File: src/rtl/store_checker_sat_counter.sv
// Saturating up-counter with synchronous clear and asynchronous active-low reset.
module sat_counter #(
  parameter int W = 8
) (
  input  logic         clk,
  input  logic         reset,
  input  logic         clr,
  input  logic         inc,
  output logic [W-1:0] count
);

  logic [W-1:0] count_q;
  logic [W-1:0] count_d;

  always_comb begin
    count_d = count_q;
    if (clr) begin
      count_d = '0;
    end else if (inc && (count_q != '1)) begin
      count_d = count_q + 1'b1;
    end
  end

  always_ff @(posedge clk or negedge reset) begin
    if (!reset) begin
      count_q <= '0;
    end else begin
      count_q <= count_d;
    end
  end

  assign count = count_q;

endmodule

File: config.mk
export PLATFORM = sky130hd
export DESIGN_NAME = sat_counter
export DESIGN_NICKNAME = d
export VERILOG_FILES = /design/src/rtl/store_checker_sat_counter.sv
export SDC_FILE = /design/constraint.sdc
export NUM_CORES = 1
export LEC_CHECK = 0
export BUFFER_PORTS_ARGS = -buffer_cell sky130_fd_sc_hd__buf_4
export CAP_MARGIN = 20
export CORE_AREA = 2 2 39 41
export DETAILED_ROUTE_END_ITERATION = 16
export DIE_AREA = 0 0 41 43
export PLACE_DENSITY_LB_ADDON = 0.25
export SLEW_MARGIN = 25
export SYNTH_ARGS = -nofsm -noshare
export SYNTH_HDL_FRONTEND = slang
export SYNTH_SLANG_ARGS = --single-unit
File: constraint.sdc
create_clock -name clk -period 2.2 [get_ports clk]
set_clock_uncertainty 0.15 [all_clocks]
set_input_delay 0.44 -clock clk [delete_from_list [all_inputs] [get_ports clk]]
set_output_delay 0.44 -clock clk [all_outputs]
set_load 0.005 [all_outputs]
==> Word-level counts from Yosys, hierarchy flattened <==
Cells that the tools add are included.
W data, S select, Z words.
{ "op_classes": {"add_sub_neg": 1, "n_mul": 0, "div_mod_pow": 0, "order_cmp": 0, "eq_ne": 1, "shifts": 0, "n_mux": 2, "bitwise_logic": 0, "reduce_logical": 2} }
{ "ops": {"columns": ["cell", "count"], "rows": [
  ["$mux W8", 2],
  ["$add A8 B1 Y8 const B", 1],
  ["$ne A8 B8 Y1 const B", 1],
  ["$reduce_bool A2 Y1", 1],
  ["$logic_and A1 B1 Y1", 1]
]} }
{ "word_totals": {"ff_bits": 8, "latch_bits": 0, "mem_bits_rw": 0, "rom_bits": 0, "input_bits": 4, "out_inout_bits": 8, "word_cells": 7, "n_memories": 0} }

==> Longest topological paths before layout <==
Gate-level depths: netlist of run 1.
{ "depth": {"word_depth": 4, "depth_mapped": 4, "depth_no_buf": 4} }

==> Worst setup path before layout of run 1 <==
Ideal clock, no wire load.
{ "synth_timing": {"kind": "flip-flop to flip-flop", "from": "register count_q[0] (netlist: count[0])", "to": "register count_q[0] (netlist: count[0])", "setup_time_ns": 0.125, "arrival_ns": 1.480, "t_required_ns": 1.925, "path_slack_ns": 0.446, "stages_incl_launch_ff": 5, "n_path_buf": 0, "synth_period_minus_slack_ns": 1.754, "path_cell_list": "dfrtp_1 ha_1 and4_2 a21boi_1 mux2_2"} }
{ "synth_via": {"elab_chain_len": 3, "elab_cells_between_ends": 6, "cone_classes": "add/sub (1); eq/ne (1); mux (2); reduce/logical (2)"} }
{ "synth_rtl": {"columns": ["item", "line_no", "text"], "rows": [
  ["start: declaration", "12", "logic [W-1:0] count_q;"],
  ["start signal: assignment", "28", "count_q <= count_d;"],
  ["$add A8 B1 Y8 / $ne A8 B8 Y1 (equally long branches)", "20, 19", null],
  ["$mux W8 / $logic_and A1 B1 Y1 (equally long branches)", "19", "end else if (inc && (count_q != '1)) begin"],
  ["$mux W8 / $reduce_bool A2 Y1 (equally long branches)", null, null]
]} }
Several ways; a longest one is shown, not always the timed one. The select of a mux whose other input is x is not followed.
A chain may end at the register's enable or synchronous reset.

==> Worst setup path after layout of run 1 <==
Same ends and word-level chain as after synthesis.

==> flow_summary.yaml, run 1 <==
setup_path:
  crit_path_max_incr_delay_ns: 0.43
  crit_required_ns: 2.19
  cp_num_buf_inv: 0
  crit_path_cell_trace: "ha_1, and4_2, a21boi_1, mux2_2"
  criticalPathCategory: "flop to flop"
  cp_slowest_cell: "dfrtp_1"
  cpLargestDelayFamily: "flip-flops"
  end_kind: "flop"
  arrival_ns: 1.84
  crit_path_start_kind: "flop"
  path_max_fanout: 7
synthesis:
  synthesis.area_um2: 464.2
  yosysUniqueCellTypes: 28
  syn_nets: 54
  ys_ff_latch: 8
  synthCells: 49
  avgSynthCellArea_um2: 9.473
  ys_seq_area_frac: 0.4313
  ys_warn_count: 0
power_and_ir_drop:
  cellLeakagePower_nw: 0.2611
  peakVddDrop_mv: 0.2209
  pwr_density_cell_nw_per_um2: 515.5
die:
  die_h_um: 43
  fp.dieW_um: 41
  fp-row-count: 14
  dieArea_um2: 1763
  start_util: 0.3354
  num_io_pins: 12
  core_um2: 1384
final_layout:
  largest_register_ffs: 8
  area_growth_pct: 27.22
  diodes: 0
  finalNetCount: 69
  layout-drive-gt1-share: 0.2903
sta:
  setup-tns-final_ns: 0
  min_period_ns: 1.848
  worst_slew_pin_slew_ns: 0.3762
  maxSlewHeadroom: 0.7427
  finalCritPeriodShare: 0.8399
  hold_ws_ns: 0.2747
  fmax_mhz: 541.2
  setup_viol: 0
  hold_violations: 0
  rsz0062_at_grt: "no"
  drv_slew: 0
placement:
  dp_hpwl_um: 670.2
  portBuffers: 11
  place_congestion: 0.7267
global_routing:
  grt_max_degree: 12
  antenna_found_initial: 0
  grt.total_usage: 0.1173
  globalRouteOverflowTotal: 0
  groute.layer.met1.usage: 0.1546
  use_met2: 0.1500
  grt_pass1_wl_mm: 1.324
  global_route.usage.met3: 0.04712
  top_usage_layer: "met1"
  grt_pass1_vias: 312
detailed_routing:
  first_pass_iters: 4
  dr_total_vias: 408
  drc: 0
  via_per_inst: 5.231
  totalWireLength_um: 924
  drt.antenna.violating_nets: 0
  dr.first_iter.drc_count: 7
  wire_per_inst_um: 11.85
outcome:
  status: "complete, no violations"
cts:
  holdBufCountCts: 1
  cts_tree: "built"
  cts_resized: 0
  clock_sinks: 8
  htree_levels: 1
  cts_setup_buffers: 0
  clock_latency_ns: 0.26
  clk_pin_slew_ns: 0.06
  cts-root-buf: "clkbuf_4"
  cts_max_path_buffers: 2
  numCtsBuffers: 3
job:
  maxCapViolCount: 0
worst_hold_path:
  hold_class: "input port to flop"
-- cells in the mapped netlist --
cell / count / area share
and3_1: 1 / 0.013
nor3_1: 4 / 0.043
a2111oi_0: 1 / 0.019
a211oi_1: 1 / 0.016
or3_1: 1 / 0.013
nand4_1: 1 / 0.013
nand3_1: 2 / 0.022
inv_1: 2 / 0.016
nand3_2: 1 / 0.022
dfrtp_1: 8 / 0.43
nor2_1: 2 / 0.016
ha_1: 1 / 0.027
mux2i_1: 1 / 0.022
a41oi_1: 1 / 0.019
o21ai_0: 1 / 0.011
buf_2: 1 / 0.011
nor4_1: 1 / 0.013
and4_1: 1 / 0.019
nand2_1: 2 / 0.016
nor2b_1: 3 / 0.040
a21oi_1: 3 / 0.032
clkbuf_1: 1 / 0.0081
a31oi_1: 1 / 0.013
mux2_2: 2 / 0.049
nor3b_1: 1 / 0.016
and4_2: 1 / 0.022
nand2b_1: 3 / 0.040
a21boi_1: 1 / 0.016
-- per-layer routing --
layer	part of all wire	wire (µm)	vias to the layer above
met5	0	0	-
met4	0.011	10	0
met3	0.048	44	2
met2	0.46	424	8
met1	0.48	445	189
li1	-	-	209
-- cell usage in the layout (no fill, tap or decap), types with 2 or more instances in the layout --
cell | Yosys | routed
a21oi_1 | 3 | 3
nand3_1 | 2 | 2
dfrtp_1 | 8 | 8
nand2_1 | 2 | 2
nor3_1 | 4 | 4
mux2_2 | 2 | 2
nand2b_1 | 3 | 3
clkbuf_4 | 0 | 3
nor2b_1 | 3 | 3
nor2_1 | 2 | 2
buf_4 | 0 | 11
inv_1 | 2 | 2
-- path summary, 6_finish.rpt --
| path | startpoint | endpoint | slack [ns] | cells past startpoint |
|---|---|---|---|---|
| worst min register to register | count[7] | count[7] | 0.43 | 2 |
| max in group asynchronous | reset | count[3] | 1.39 | 2 |
| worst max-delay path | count[0] | count[0] | 0.35 | 4 |
| worst min-delay path | clr | count[5] | 0.27 | 2 |
| min in group asynchronous | reset | count[7] | 0.38 | 2 |
| worst max register to register | count[0] | count[0] | 0.35 | 4 |
-- area by class of cell --
type,count,area (µm²)
Multi-Input combinational cell,37,247.7
Fill cell,139,793.3
Inverter,2,7.507
Sequential cell,8,200.2
Timing Repair Buffer,12,92.59
Clock buffer,3,22.52
Tap cell,16,20.02
-- stage by stage --
step,instance area [µm²],power (mW),setup WS [ns],cells,util
floorplan,464.2,0.1731,0.4456,49,-
global placement,558.0,0.1884,0.3960,74,0.4033
detailed placement,558.0,0.1878,0.3672,74,0.4033
CTS,590.6,0.3058,0.3584,78,0.4268
global route,590.6,0.3180,0.2645,78,0.4268
finish,590.6,0.3044,0.3522,78,0.4268
-- cells by family (layout without fill, tap and decap cells) --
group                      count (synthesis)  in the layout  share of synthesized area
AOI/OAI and AO/OA                          9              9                     0.1267
adders and majority gates                  1              1                    0.02695
buffers and inverters                      4             17                    0.03503
DFF                                        8              8                     0.4313
muxes                                      3              3                    0.07008
and+or+nand+nor                           24             24                     0.3100
-- report_power, final --
group	total (mW)	switching, mW	leakage (nW)	internal [mW]
clock network	0.118	0.0556	0.0138	0.0628
logic	0.0300	0.0141	0.137	0.0159
registers	0.156	0.00534	0.110	0.151
total	0.304	0.0750	0.261	0.229
Note: power is estimated with default switching activity, not from simulation.
==> run 2, diff against run 1 <==
--- a/config.mk
+++ b/config.mk
@@ -5,6 +5,7 @@
 export SDC_FILE = /design/constraint.sdc
 export NUM_CORES = 1
 export LEC_CHECK = 0
+export ABC_AREA = 1
 export BUFFER_PORTS_ARGS = -buffer_cell sky130_fd_sc_hd__buf_4
 export CAP_MARGIN = 20
 export CORE_AREA = 2 2 39 41
==> constraint.sdc (replaced) <==
create_clock -name clk -period 1.7 [get_ports clk]
set_clock_uncertainty 0.15 [all_clocks]
set_input_delay 0.34 -clock clk [delete_from_list [all_inputs] [get_ports clk]]
set_output_delay 0.34 -clock clk [all_outputs]
set_load 0.005 [all_outputs]
==> flow_summary.yaml, run 2 <==
outcome:
  status: "complete, no violations"
global_routing:
  grt_pass1_wl_mm: 2.028
  globalRouteOverflowTotal: 0
  antenna_found_initial: 0
  grt_pass1_vias: 461
  grt_max_degree: 9
  grt.total_usage: 0.1763
synthesis:
  synth.area.top_cells: "dfrtp_1 39%, nand2_1 18%, nand3_1 8.8%"
  synthesis.area_um2: 511.7
  synthAdderAreaFrac: 0.02445
  yosysTopAreaCell: "dfrtp_1"
  synth_top_family_by_area: "simple AND/OR/NAND/NOR gates"
  syn_nets: 79
  synth_common_cells: "25 x nand2_1, 10 x inv_1, 9 x nand3_1, 8 x dfrtp_1, 5 x nor2_1"
  synth_top_cell_area_share: 0.3912
  async_reset_ff_frac: 1.000
  synth-edff-count: 0
  synthMuxAreaShare: 0
  yosys.area_share.simple: 0.3985
  ys_seq_area_frac: 0.3912
  avgSynthCellArea_um2: 6.915
  ys_ff_latch: 8
  synthXorXnorAreaFrac: 0
  yosysUniqueCellTypes: 15
  ys.flop_type: "dfrtp_1"
  ys_warn_count: 0
  yosysMostFrequentCell: "nand2_1"
  synthCells: 74
  synth_compound_area_frac: 0.09535
final_layout:
  layout_commonest_cell: "nand2_1"
  multi_input_area_um2: 265.3
  seq_area_um2: 200.2
  final_cell_mix: "25 x nand2_1, 11 x buf_4, 10 x inv_1"
  layout-drive-gt1-share: 0.2360
  post-route-util: 0.4675
  finalNetCount: 96
  diodes: 0
  n_fill_cell: 149
  area_growth_pct: 26.41
  largest_register_ffs: 8
placement:
  place_congestion: 0.8288
  portBuffers: 11
  dp_hpwl_um: 889.9
die:
  num_io_pins: 12
  core_um2: 1384
  start_util: 0.3698
  fp.dieW_um: 41
  dieArea_um2: 1763
  die_h_um: 43
  fp-row-count: 14
sta:
  worst_slew_pin_slew_ns: 0.3055
  fmax_mhz: 644.3
  hold_ws_ns: 0.2079
  rsz0062_at_grt: "no"
  setup-tns-final_ns: 0
  setup_viol: 0
  finalCritPeriodShare: 0.9130
  hold_violations: 0
  maxSlewHeadroom: 0.7964
  min_period_ns: 1.552
  drv_slew: 0
cts:
  cts_resized: 0
  cts-root-buf: "clkbuf_4"
  clk_pin_slew_ns: 0.05
  htree_levels: 1
  numCtsBuffers: 3
  cts_tree: "built"
  cts_max_path_buffers: 2
  clock_sinks: 8
  clock_latency_ns: 0.26
setup_path:
  critPathLaunch: "count[0]"
  crit_required_ns: 1.71
  crit_path_max_incr_delay_ns: 0.41
  arrival_ns: 1.56
  crit_path_cell_trace: "ha_1, nand2_2, nor2_2, a21oi_1, nand3_1, nand2_1, inv_1"
  end_kind: "flop"
  worstReg2RegStart: "count[0]"
  path_max_fanout: 4
  cp_slowest_cell: "dfrtp_1"
  crit_path_start_kind: "flop"
  criticalPathCategory: "flop to flop"
detailed_routing:
  dr.first_iter.drc_count: 13
  drc: 0
  dr_total_vias: 513
  via_per_inst: 4.886
  drt.antenna.violating_nets: 0
  wire_per_inst_um: 11.20
  first_pass_iters: 4
  totalWireLength_mm: 1.176
power_and_ir_drop:
  peakVddDrop_mv: 0.2835
  cellLeakagePower_nw: 0.3354
  pwr_density_cell_nw_per_um2: 652.9
worst_hold_path:
  hold_class: "input port to flop"
  hp-start: "inc"
job:
  maxCapViolCount: 0
-- run 2: worst paths after layout --
kind                       cells past startpoint       end  slack, ns
min reg2reg                                    2  count[6]       0.40
min                                            3  count[5]       0.21
max in group asynchronous                      2  count[6]       0.98
min in group asynchronous                      2  count[0]       0.29
max reg2reg                                    7  count[7]       0.15
max                                            7  count[7]       0.15
-- run 2: worst max-delay path: cells and delay by family, from the launching register on --
family	cells	cell delay [ns]
flip-flops	1	0.41
AND/OR/NAND/NOR	4	0.32
AO/OA/AOI/OAI	1	0.28
adder cells (fa/ha/maj)	1	0.24
buffers and inverters	1	0.03
-- run 2: logic make-up (layout without fill, tap and decap cells) --
| group | after synthesis | after routing |
|---|---|---|
| DFF | 8 | 8 |
| AOI/OAI and AO/OA | 8 | 8 |
| and+or+nand+nor | 46 | 46 |
| adders and majority gates | 1 | 1 |
| buffers and inverters | 11 | 26 |
-- run 2: per-stage QoR --
stage                     std cells  power [mW]  area [µm²]  setup slack, ns
after global routing            105      0.4541       646.9          0.01151
after global placement          101      0.2732       614.3           0.2138
after CTS                       105      0.4320       646.9           0.1473
final                           105      0.4224       646.9           0.1479
after detailed placement        101      0.2736       614.3           0.1584
after floorplan                  74      0.2410       511.7           0.2771
-- run 2: where the power goes --
group          leakage (nW)  internal, mW  switching [mW]
clock network        0.0138        0.0811          0.0697
logic                 0.213        0.0288          0.0324
registers             0.108         0.199          0.0115
-- run 2: final cells by class --
| class | instances | area share |
|---|---|---|
| sequential | 8 | 0.3095 |
| timing repair buffer | 12 | 0.1431 |
| multi-input combinational | 55 | 0.4101 |
| tap | 16 | 0.03095 |
| clock buffer | 3 | 0.03482 |
| inverter | 11 | 0.07157 |
-- run 2: timing repair --
action                                 CTS  global route
hold buffers                             1             0
setup buffers                            0             0
endpoints found under the hold margin    8             0
-- run 2: layer usage --
metal / vias to the layer above / routed length [µm] / GRT usage
met5: - / 0 / 0
met4: 0 / 24 / 0.1267
met3: 3 / 58 / 0.06283
met2: 14 / 538 / 0.2188
met1: 228 / 554 / 0.2417
li1: 268 / - / -
